$ cat src/rtl/pwm_gen.sv
// PWM / level / single-pulse generator with a one-deep config holding register.
// Pending configs are applied immediately when idle, at period boundaries when running.
module pwm_gen #(
  parameter int CNT_W = 16,
  parameter int DIV   = 1
) (
  input  logic             clk,
  input  logic             rst_n,
  input  logic             cfg_valid,
  output logic             cfg_ready,
  input  logic [1:0]       cfg_mode,
  input  logic [CNT_W-1:0] cfg_period,
  input  logic [CNT_W-1:0] cfg_duty,
  output logic             pwm_out,
  output logic             period_start,
  output logic             busy
);

  localparam int PRE_W = (DIV > 1) ? $clog2(DIV) : 1;
  localparam logic [PRE_W-1:0] PRE_MAX  = PRE_W'(DIV - 1);
  localparam logic [PRE_W-1:0] PRE_ZERO = {PRE_W{1'b0}};
  localparam logic [PRE_W-1:0] PRE_ONE  = PRE_W'(1);
  localparam logic [CNT_W-1:0] ZERO     = {CNT_W{1'b0}};
  localparam logic [CNT_W-1:0] ONE      = CNT_W'(1);

  typedef enum logic [1:0] {
    IDLE_LEVEL = 2'd0,
    RUN_PWM    = 2'd1,
    PULSE_HIGH = 2'd2,
    PULSE_DONE = 2'd3
  } state_e;

  state_e             state_q, state_d;
  logic               level_q, level_d;
  logic [CNT_W-1:0]   per_q, per_d, duty_q, duty_d, cnt_q, cnt_d;
  logic [PRE_W-1:0]   pre_q, pre_d;
  logic               hold_vld_q, hold_vld_d;
  logic [1:0]         hold_mode_q, hold_mode_d;
  logic [CNT_W-1:0]   hold_per_q, hold_per_d, hold_duty_q, hold_duty_d;
  logic               pwm_q, pwm_d, start_q, start_d, busy_q, busy_d, ready_q, ready_d;
  logic               accept_s, tick_s, wrap_s, pulse_end_s, load_s, start_s;

  always_ff @(posedge clk) begin
    if (!rst_n) state_q <= IDLE_LEVEL;
    else        state_q <= state_d;
  end

  always_comb begin
    accept_s    = cfg_valid && ready_q;
    tick_s      = (pre_q == PRE_MAX);
    // period 0 has no real wrap; treat every tick as a boundary so a pending config can still land
    wrap_s      = tick_s && ((per_q == ZERO) || (cnt_q == per_q - ONE));
    pulse_end_s = tick_s && (cnt_q == duty_q - ONE);
    case (state_q)
      IDLE_LEVEL, PULSE_DONE: load_s = hold_vld_q;
      RUN_PWM:                load_s = hold_vld_q && wrap_s;
      default:                load_s = 1'b0;
    endcase
    state_d = state_q;
    level_d = level_q;
    per_d   = per_q;
    duty_d  = duty_q;
    cnt_d   = cnt_q;
    pre_d   = tick_s ? PRE_ZERO : pre_q + PRE_ONE;
    start_s = 1'b0;
    if (load_s) begin
      per_d  = hold_per_q;
      duty_d = hold_duty_q;
      cnt_d  = ZERO;
      pre_d  = PRE_ZERO;
      case (hold_mode_q)
        2'd0, 2'd1: begin
          state_d = IDLE_LEVEL;
          level_d = hold_mode_q[0];
        end
        2'd2: begin
          state_d = RUN_PWM;
          start_s = (hold_per_q != ZERO);
        end
        default: begin
          state_d = (hold_duty_q != ZERO) ? PULSE_HIGH : PULSE_DONE;
          start_s = (hold_duty_q != ZERO);
        end
      endcase
    end else if (state_q == RUN_PWM) begin
      cnt_d   = tick_s ? (wrap_s ? ZERO : cnt_q + ONE) : cnt_q;
      start_s = wrap_s && (per_q != ZERO);
    end else if (state_q == PULSE_HIGH) begin
      state_d = pulse_end_s ? PULSE_DONE : PULSE_HIGH;
      cnt_d   = pulse_end_s ? ZERO : (tick_s ? cnt_q + ONE : cnt_q);
    end else begin
      cnt_d = cnt_q;
    end
    hold_vld_d  = accept_s ? 1'b1 : (load_s ? 1'b0 : hold_vld_q);
    hold_mode_d = accept_s ? cfg_mode   : hold_mode_q;
    hold_per_d  = accept_s ? cfg_period : hold_per_q;
    hold_duty_d = accept_s ? cfg_duty   : hold_duty_q;
  end

  always_comb begin
    case (state_d)
      IDLE_LEVEL: pwm_d = level_d;
      RUN_PWM:    pwm_d = (per_d != ZERO) && (cnt_d < duty_d);
      PULSE_HIGH: pwm_d = 1'b1;
      default:    pwm_d = 1'b0;
    endcase
    busy_d  = (state_d == PULSE_HIGH);
    start_d = start_s;
    // idle states drain the holding register on the very next clock, so they never stall the handshake
    ready_d = !hold_vld_d || (state_d == IDLE_LEVEL) || (state_d == PULSE_DONE);
  end

  always_ff @(posedge clk) begin
    if (!rst_n) begin
      level_q     <= 1'b0;
      per_q       <= ZERO;
      duty_q      <= ZERO;
      cnt_q       <= ZERO;
      pre_q       <= PRE_ZERO;
      hold_vld_q  <= 1'b0;
      hold_mode_q <= 2'd0;
      hold_per_q  <= ZERO;
      hold_duty_q <= ZERO;
      pwm_q       <= 1'b0;
      start_q     <= 1'b0;
      busy_q      <= 1'b0;
      ready_q     <= 1'b0;
    end else begin
      level_q     <= level_d;
      per_q       <= per_d;
      duty_q      <= duty_d;
      cnt_q       <= cnt_d;
      pre_q       <= pre_d;
      hold_vld_q  <= hold_vld_d;
      hold_mode_q <= hold_mode_d;
      hold_per_q  <= hold_per_d;
      hold_duty_q <= hold_duty_d;
      pwm_q       <= pwm_d;
      start_q     <= start_d;
      busy_q      <= busy_d;
      ready_q     <= ready_d;
    end
  end

  assign pwm_out      = pwm_q;
  assign period_start = start_q;
  assign busy         = busy_q;
  assign cfg_ready    = ready_q;

endmodule

$ cat config.mk
export PLATFORM = sky130hd
export DESIGN_NAME = pwm_gen
export DESIGN_NICKNAME = d
export VERILOG_FILES = /design/src/rtl/pwm_gen.sv
export SDC_FILE = /design/constraint.sdc
export NUM_CORES = 1
export LEC_CHECK = 0
export CORE_MARGIN = 5
export CORE_UTILIZATION = 25
export CTS_BUF_LIST = sky130_fd_sc_hd__clkbuf_4
export DETAILED_ROUTE_END_ITERATION = 10
export GPL_TIMING_DRIVEN = 0
export HOLD_SLACK_MARGIN = 0.08
export PLACE_DENSITY_LB_ADDON = 0.1
export SLEW_MARGIN = 20
export SYNTH_ARGS = -nofsm -noshare
export SYNTH_HDL_FRONTEND = slang
export SYNTH_SLANG_ARGS = --single-unit
$ cat constraint.sdc
create_clock -name clk -period 4.7 [get_ports clk]
set_input_delay 0.94 -clock clk [delete_from_list [all_inputs] [get_ports clk]]
set_output_delay 0.94 -clock clk [all_outputs]
set_load 0.02 [all_outputs]
==> results of run 1 <==
-- worst max-delay path: stages, from the launching register on --
cell and delay (ps):
dfxtp_4 390, inv_4 60, ha_4 120, or4b_4 480
buf_6 150, or3_4 410, xnor2_2 140, o21ai_1 150
a21oi_2 100, nor4_4 410, nand2b_1 100, o211ai_1 90
buf_4 170, buf_8 120, nor2_1 60, ha_1 320
a21o_1 170, a21oi_1 120, nor2b_1 60, o21ai_1 130
nand2b_1 80, a211oi_2 240, o22ai_2 130, nor4_2 320
a32o_1 210
-- synthesized netlist by cell type, drive strengths merged (4+ instances only) --
library cell	number
or4	6
o21ai	10
dfxtp	91
or3	5
xnor2	27
ha	20
and2	4
and3	5
nor2b	8
mux2i	31
nand4	15
nor3	12
nand3	9
buf	9
clkbuf	25
inv	13
nand2b	9
nand2	87
o211ai	5
xor2	25
nand3b	4
a21oi	50
nor2	92
nor4	22
a211oi	4
-- power breakdown --
group	leakage (nW)	internal (W)	switching, W
clock network	0.0729	0.000166	0.000294
registers	0.743	0.000790	0.0000228
logic	1.58	0.000131	0.000139
-- sequential cells by signal, summed over array words and instances, names as in the netlist --
signal	flops
busy	1
cfg_ready	1
cnt_q	16
duty_q	16
hold_duty_q	16
hold_mode_q	2
hold_per_q	16
hold_vld_q	1
level_q	1
per_q	16
period_start	1
pre_q	1
pwm_out	1
state_q	2
-- metrics by stage --
stage | std cells | utilization (%) | hold WS [ps] | TNS [ps]
final | 981 | 31.82 | 489.9 | -61.17
after global routing | 981 | 31.82 | 507.9 | -344.4
after CTS | 971 | 30.79 | 494.3 | -33.82
after detailed placement | 940 | 28.91 | 476.4 | -930.5
after global placement | 940 | 28.91 | 470.6 | -973.0
after floorplan | 630 | - | 448.6 | 0
-- layer usage --
layer	share of wire, %	up-vias	wire length [um]	GRT usage, %
li1	-	2352	-	-
met1	49	2150	7459	17.83
met2	47	56	7103	21.58
met3	2.6	18	391	2.073
met4	1.9	0	286	4.073
met5	0	-	0	0
-- how the worst min path moves through the flow --
stage               startpoint         endpoint  slack (ps)  cells after the start
6_report         hold_per_q[9]    hold_per_q[9]         490                      2
5_1_grt        hold_duty_q[10]  hold_duty_q[10]         510                      2
4_1_cts         hold_per_q[11]   hold_per_q[11]         490                      2
3_5_place_dp    hold_per_q[11]   hold_per_q[11]         480                      2
3_3_place_gp     hold_per_q[1]    hold_per_q[1]         470                      2
2_1_floorplan  hold_duty_q[14]  hold_duty_q[14]         450                      2
-- area by class of cell --
class	instances	area, um^2
multi-input cells	492	3252
clock buffers	9	67.56
fillers	2203	13750
clock inverters	7	76.32
well taps	270	337.8
inverters	13	56.30
plain buffers	29	158.9
repair buffers	69	625.6
diodes	1	2.502
flip-flops and latches	91	1841
-- kinds of logic (layout without fill, tap and decap cells) --
logic type	count (synthesis)	count (layout)	share of synthesized area [%]
AOI/OAI and AO/OA	97	97	12.21
xor gates and xnor gates	52	52	8.941
adders and majority gates	20	20	4.913
buffers and inverters	47	127	4.151
DFF	91	91	35.77
muxes	31	31	6.166
other	1	2	0.07362
and+or+nand+nor	291	291	27.78
-- repair_timing --
item / CTS / global route
setup buffers: 17 / 12
gates resized for setup: 33 / 30
pin swaps: 19 / 29
gates cloned: 0 / 0
endpoints found under the setup margin: 1 / 1
==> results.ini, run 1 <==
[placed_design]
hpwl_mm = 11.99
dpl-instance-area_um2 = 5832
pre_cts_ws_ps = -930.5
place_congestion = 0.8016
io_buffers = 40

[global_route]
gr-total-overflow = 0
grt_pass1_vias = 4490
grt_pass1_wl_mm = 24.47
grt_max_degree = 17
grt_usage_pct = 13.16
antenna_found_initial = 1

[power]
peakVddDrop_uv = 102.4
power_leakage_nw = 2.398
power_density_nw_per_um2 = 240.4
finalPower_w = 0.001543

[logic_synthesis]
ys_seq_elements = 91
synth_edf_count = 0
synth.area.top_cells = dfxtp_1 36%, nor2_1 6.7%, nand2_1 6.4%
synth_cell_type_count = 64
syn_nets = 687
netlist_area_um2 = 5094
avgSynthCellArea_um2 = 8.085
ys_seq_area_share_pct = 35.77
synth_ff_type = dfxtp_1
synth_area_leader_cell = dfxtp_1
syn_inst = 630
synth.top_cell.area_share_pct = 35.77
synthArstFlopShare_pct = 0
yosysWarnings = 0

[run_status]
status = finished with violations
violations = negative setup slack

[cells_and_area]
drive_gt1_share_pct = 14.37
layout_commonest_cell = nor2_1
final_nets = 762
postLayoutCellArea_um2 = 6417
final_cell_mix = 89 x nor2_1, 87 x nand2_1, 84 x dfxtp_1
syn_to_final_growth_pct = 25.99

[floorplanning]
fp-row-count = 52
boundaryPins = 41
initial_core_util_pct = 25.25
core_um2 = 20170
die-area_um2 = 23330
die-width_um = 152.7
fp.dieH_um = 152.7

[clock_tree]
cts_tree = built
htree_levels = 3
cts_sinks = 91
cts_buffers = 9
path_clk_slew_ps = 160
cts-root-buf = clkbuf_4
ctsLongestPathBuffers = 2
clk_latency_ps = 480
ctsHoldBuffers = 0

[timing]
rsz0062_at_grt = true
worst_pin_slew_ps = 796.0
setup_slack_ps = -61.17
setup_viol = 1
fin_crit_sh_pct = 101.3
max_freq_mhz = 210.0
relSlewSlack_pct = 46.44
fin_skew_ps = 23.10
fin_crit_ps = 4761
hold_viol = 0
slew_violations = 0

[route]
routed_wl_mm = 15.24
ant_nets = 0
post-route-drc-count = 0
drt_iter0_drc = 193
vias = 4576
route.detailed.wl_per_inst_um = 15.54
drtPass1Iterations = 5
avgViaCountPerCell = 4.665

[critical_path]
critPathKind = flip-flop to flip-flop
r2r_end = pwm_out
start_kind = flip-flop
reg2reg_depth = 24
worstSetupEndpointType = flip-flop
startpoint = duty_q[0]
cp_max_fo = 7
critPathCapture = pwm_out
critPathArrivalTime_ps = 5180
worstPathRequired_ps = 5120
r2r_setup_slack_ps = -60
r2r-start = duty_q[0]

[hold_path]
hold_class = flip-flop to flip-flop

[flow_run]
max_cap_violations = 0

(Power assumes the default switching activity.)
==> inputs of run 2 (changes only) <==
--- a/config.mk
+++ b/config.mk
@@ -10,8 +10,9 @@
 export CTS_BUF_LIST = sky130_fd_sc_hd__clkbuf_4
 export DETAILED_ROUTE_END_ITERATION = 10
 export GPL_TIMING_DRIVEN = 0
-export HOLD_SLACK_MARGIN = 0.08
-export PLACE_DENSITY_LB_ADDON = 0.1
+export HOLD_SLACK_MARGIN = 0.1
+export PLACE_DENSITY = 0.49
+export SETUP_SLACK_MARGIN = 0.05
 export SLEW_MARGIN = 20
 export SYNTH_ARGS = -nofsm -noshare
 export SYNTH_HDL_FRONTEND = slang
==> run 2 against run 1 <==
Against the previous run: the run now ends clean; total power grew 7.5%; flip-flop and latch count is the same; clock power is 23% higher; sequential share of layout area is 0.60 points lower; combinational power rose by 4%; critical endpoint unchanged; largest cell class unchanged.
==> results.ini, run 2 (same netlist as run 1, synthesis figures left out) <==
[run_status]
status = complete, no violations

[critical_path]
critPathArrivalTime_ps = 5010  ; -170 ps
worstSetupEndpointType = flip-flop
crit_family = simple AND/OR/NAND/NOR gates
path_depth = 23  ; -4.2%
start_kind = flip-flop
reg2reg_depth = 23  ; -4.2%
path_cells = inv_4 > ha_4 > or4b_4 > or2_4 > or4_4 > o211ai_1 > a31oi_1 > nor4_4 > nand2b_1 > o211ai_1 > buf_4 > buf_6 > nor2_2 > ha_4 > a21o_1 > a21oi_2 > nor2b_1 > o21ai_1 > nand2b_1 > a211oi_2 > o22ai_2 > nor4_4 > a32o_1
cp_max_fo = 5  ; -2
cp_slowest_stage_delay_ps = 510  ; +30 ps
worstPathBufferInverterCount = 3  ; -1
worstPathRequired_ps = 5110  ; about the same
r2r_setup_slack_ps = 100  ; +170 ps
critPathSlowestCell = or4b_4
critPathKind = flip-flop to flip-flop

[timing]
fin_crit_ps = 4595  ; -166.1 ps
worst_pin_slew_ps = 767.8  ; -28.19 ps
max_freq_mhz = 217.6  ; +3.6%
whs_ps = 485.2  ; -4.732 ps
rsz0062_at_grt = true
fin_skew_ps = 18.18  ; -4.928 ps
relSlewSlack_pct = 48.81  ; +2.4 points
fin_crit_sh_pct = 97.77  ; -3.5 points
slew_violations = 0  ; unchanged
setup_viol = 0  ; -1
setup_slack_ps = 104.9  ; +166.1 ps
setup-tns-final_ps = 0  ; +61.17 ps
hold_viol = 0  ; unchanged

[floorplanning]
die-area_um2 = 23330  ; unchanged
die-width_um = 152.7  ; unchanged
initial_core_util_pct = 25.25  ; unchanged
core_um2 = 20170  ; unchanged
fp.dieH_um = 152.7  ; unchanged
boundaryPins = 41  ; unchanged
fp-row-count = 52  ; unchanged

[route]
post-route-drc-count = 0  ; unchanged
routed_wl_mm = 14.92  ; -2.1%
vias = 4560  ; -0.35%
ant_nets = 0  ; unchanged
avgViaCountPerCell = 4.625  ; -0.85%
drtPass1Iterations = 4  ; -1
drt_iter0_drc = 219  ; +13%
route.detailed.wl_per_inst_um = 15.13  ; -2.6%

[power]
power_leakage_nw = 2.448  ; +2.1%
finalPower_w = 0.001658  ; +7.5%
peakVddDrop_uv = 112.9  ; +10%
power_density_nw_per_um2 = 253.5  ; +5.5%

[hold_path]
hold_path_depth = 2  ; unchanged
hold_class = flip-flop to flip-flop

[flow_run]
max_cap_violations = 0  ; unchanged

[clock_tree]
path_clk_slew_ps = 140  ; -20 ps
cts_tree = built
cts-root-buf = clkbuf_4
ctsLongestPathBuffers = 2  ; unchanged
ctsHoldBuffers = 0  ; unchanged
htree_levels = 3  ; unchanged
cts_sinks = 91  ; unchanged
cts_buffers = 9  ; unchanged
clk_latency_ps = 470  ; about the same

[placed_design]
pre_cts_ws_ps = -1067  ; -136.2 ps
io_buffers = 40  ; unchanged
place_congestion = 0.8384  ; +4.6%
hpwl_mm = 11.13  ; -7.2%

[cells_and_area]
fin_util_pct = 32.43  ; +0.61 points
final_cell_mix = 87 x nand2_1, 87 x nor2_1, 87 x dfxtp_1
num-fill-cells = 2202  ; -0.045%
drive_gt1_share_pct = 14.83  ; +0.46 points
syn_to_final_growth_pct = 28.40
final_nets = 767  ; +0.66%

[global_route]
gr-total-overflow = 0  ; unchanged
grt_pass1_wl_mm = 23.80  ; -2.8%
grt_usage_pct = 12.59  ; -0.58 points
antenna_found_initial = 1  ; unchanged
grt_pass1_vias = 4449  ; -0.91%
grt_max_degree = 15  ; -2

==> run 2: timing repair <==
item	4_1_cts	5_1_grt
buffers inserted	22	9
resized for setup	39	30
pin swaps	24	24
endpoints found under the setup margin	1	1
==> run 2: area by class of cell <==
| type | instances | area, um^2 | area share [%] |
|---|---|---|---|
| sequential | 91 | 1837 | 28.08 |
| clock buffer | 11 | 82.58 | 1.263 |
| tap | 270 | 337.8 | 5.165 |
| multi-input combinational | 492 | 3288 | 50.28 |
| timing repair buffer | 71 | 656.9 | 10.04 |
| clock inverter | 5 | 101.3 | 1.550 |
| antenna | 1 | 2.502 | 0.03826 |
| buffer | 32 | 177.7 | 2.717 |
| inverter | 13 | 56.30 | 0.8609 |
==> run 2: per-layer routing <==
metal / global-route usage (%) / wire (um)
met4: 3.776 / 263
met5: 0 / 0
met2: 20.91 / 7230
met3: 1.874 / 339
met1: 16.94 / 7087
==> run 2: worst min-delay path: cells and delay by family, from the launching register on <==
family / cells / cell delay [ps]
AOI/OAI and AO/OA: 1 / 50
DFF: 1 / 350
and+or+nand+nor: 1 / 60
==> run 2: where the power goes <==
group / switching, W / internal [W]
registers: 0.0000222 / 0.000790
logic: 0.000143 / 0.000138
clock network: 0.000285 / 0.000280
total: 0.000450 / 0.00121
==> run 2: stage by stage <==
stage                     area [um^2]  std cells
final                            6540        986
after global placement           5832        940
after CTS                        6346        977
after detailed placement         5832        940
after global routing             6540        986
after floorplan                  5094        630
==> run 2: worst paths after layout <==
kind | start | to
max reg2reg | duty_q[0] | pwm_out
min | hold_per_q[2] | hold_per_q[2]
min reg2reg | hold_per_q[2] | hold_per_q[2]
max | duty_q[0] | pwm_out
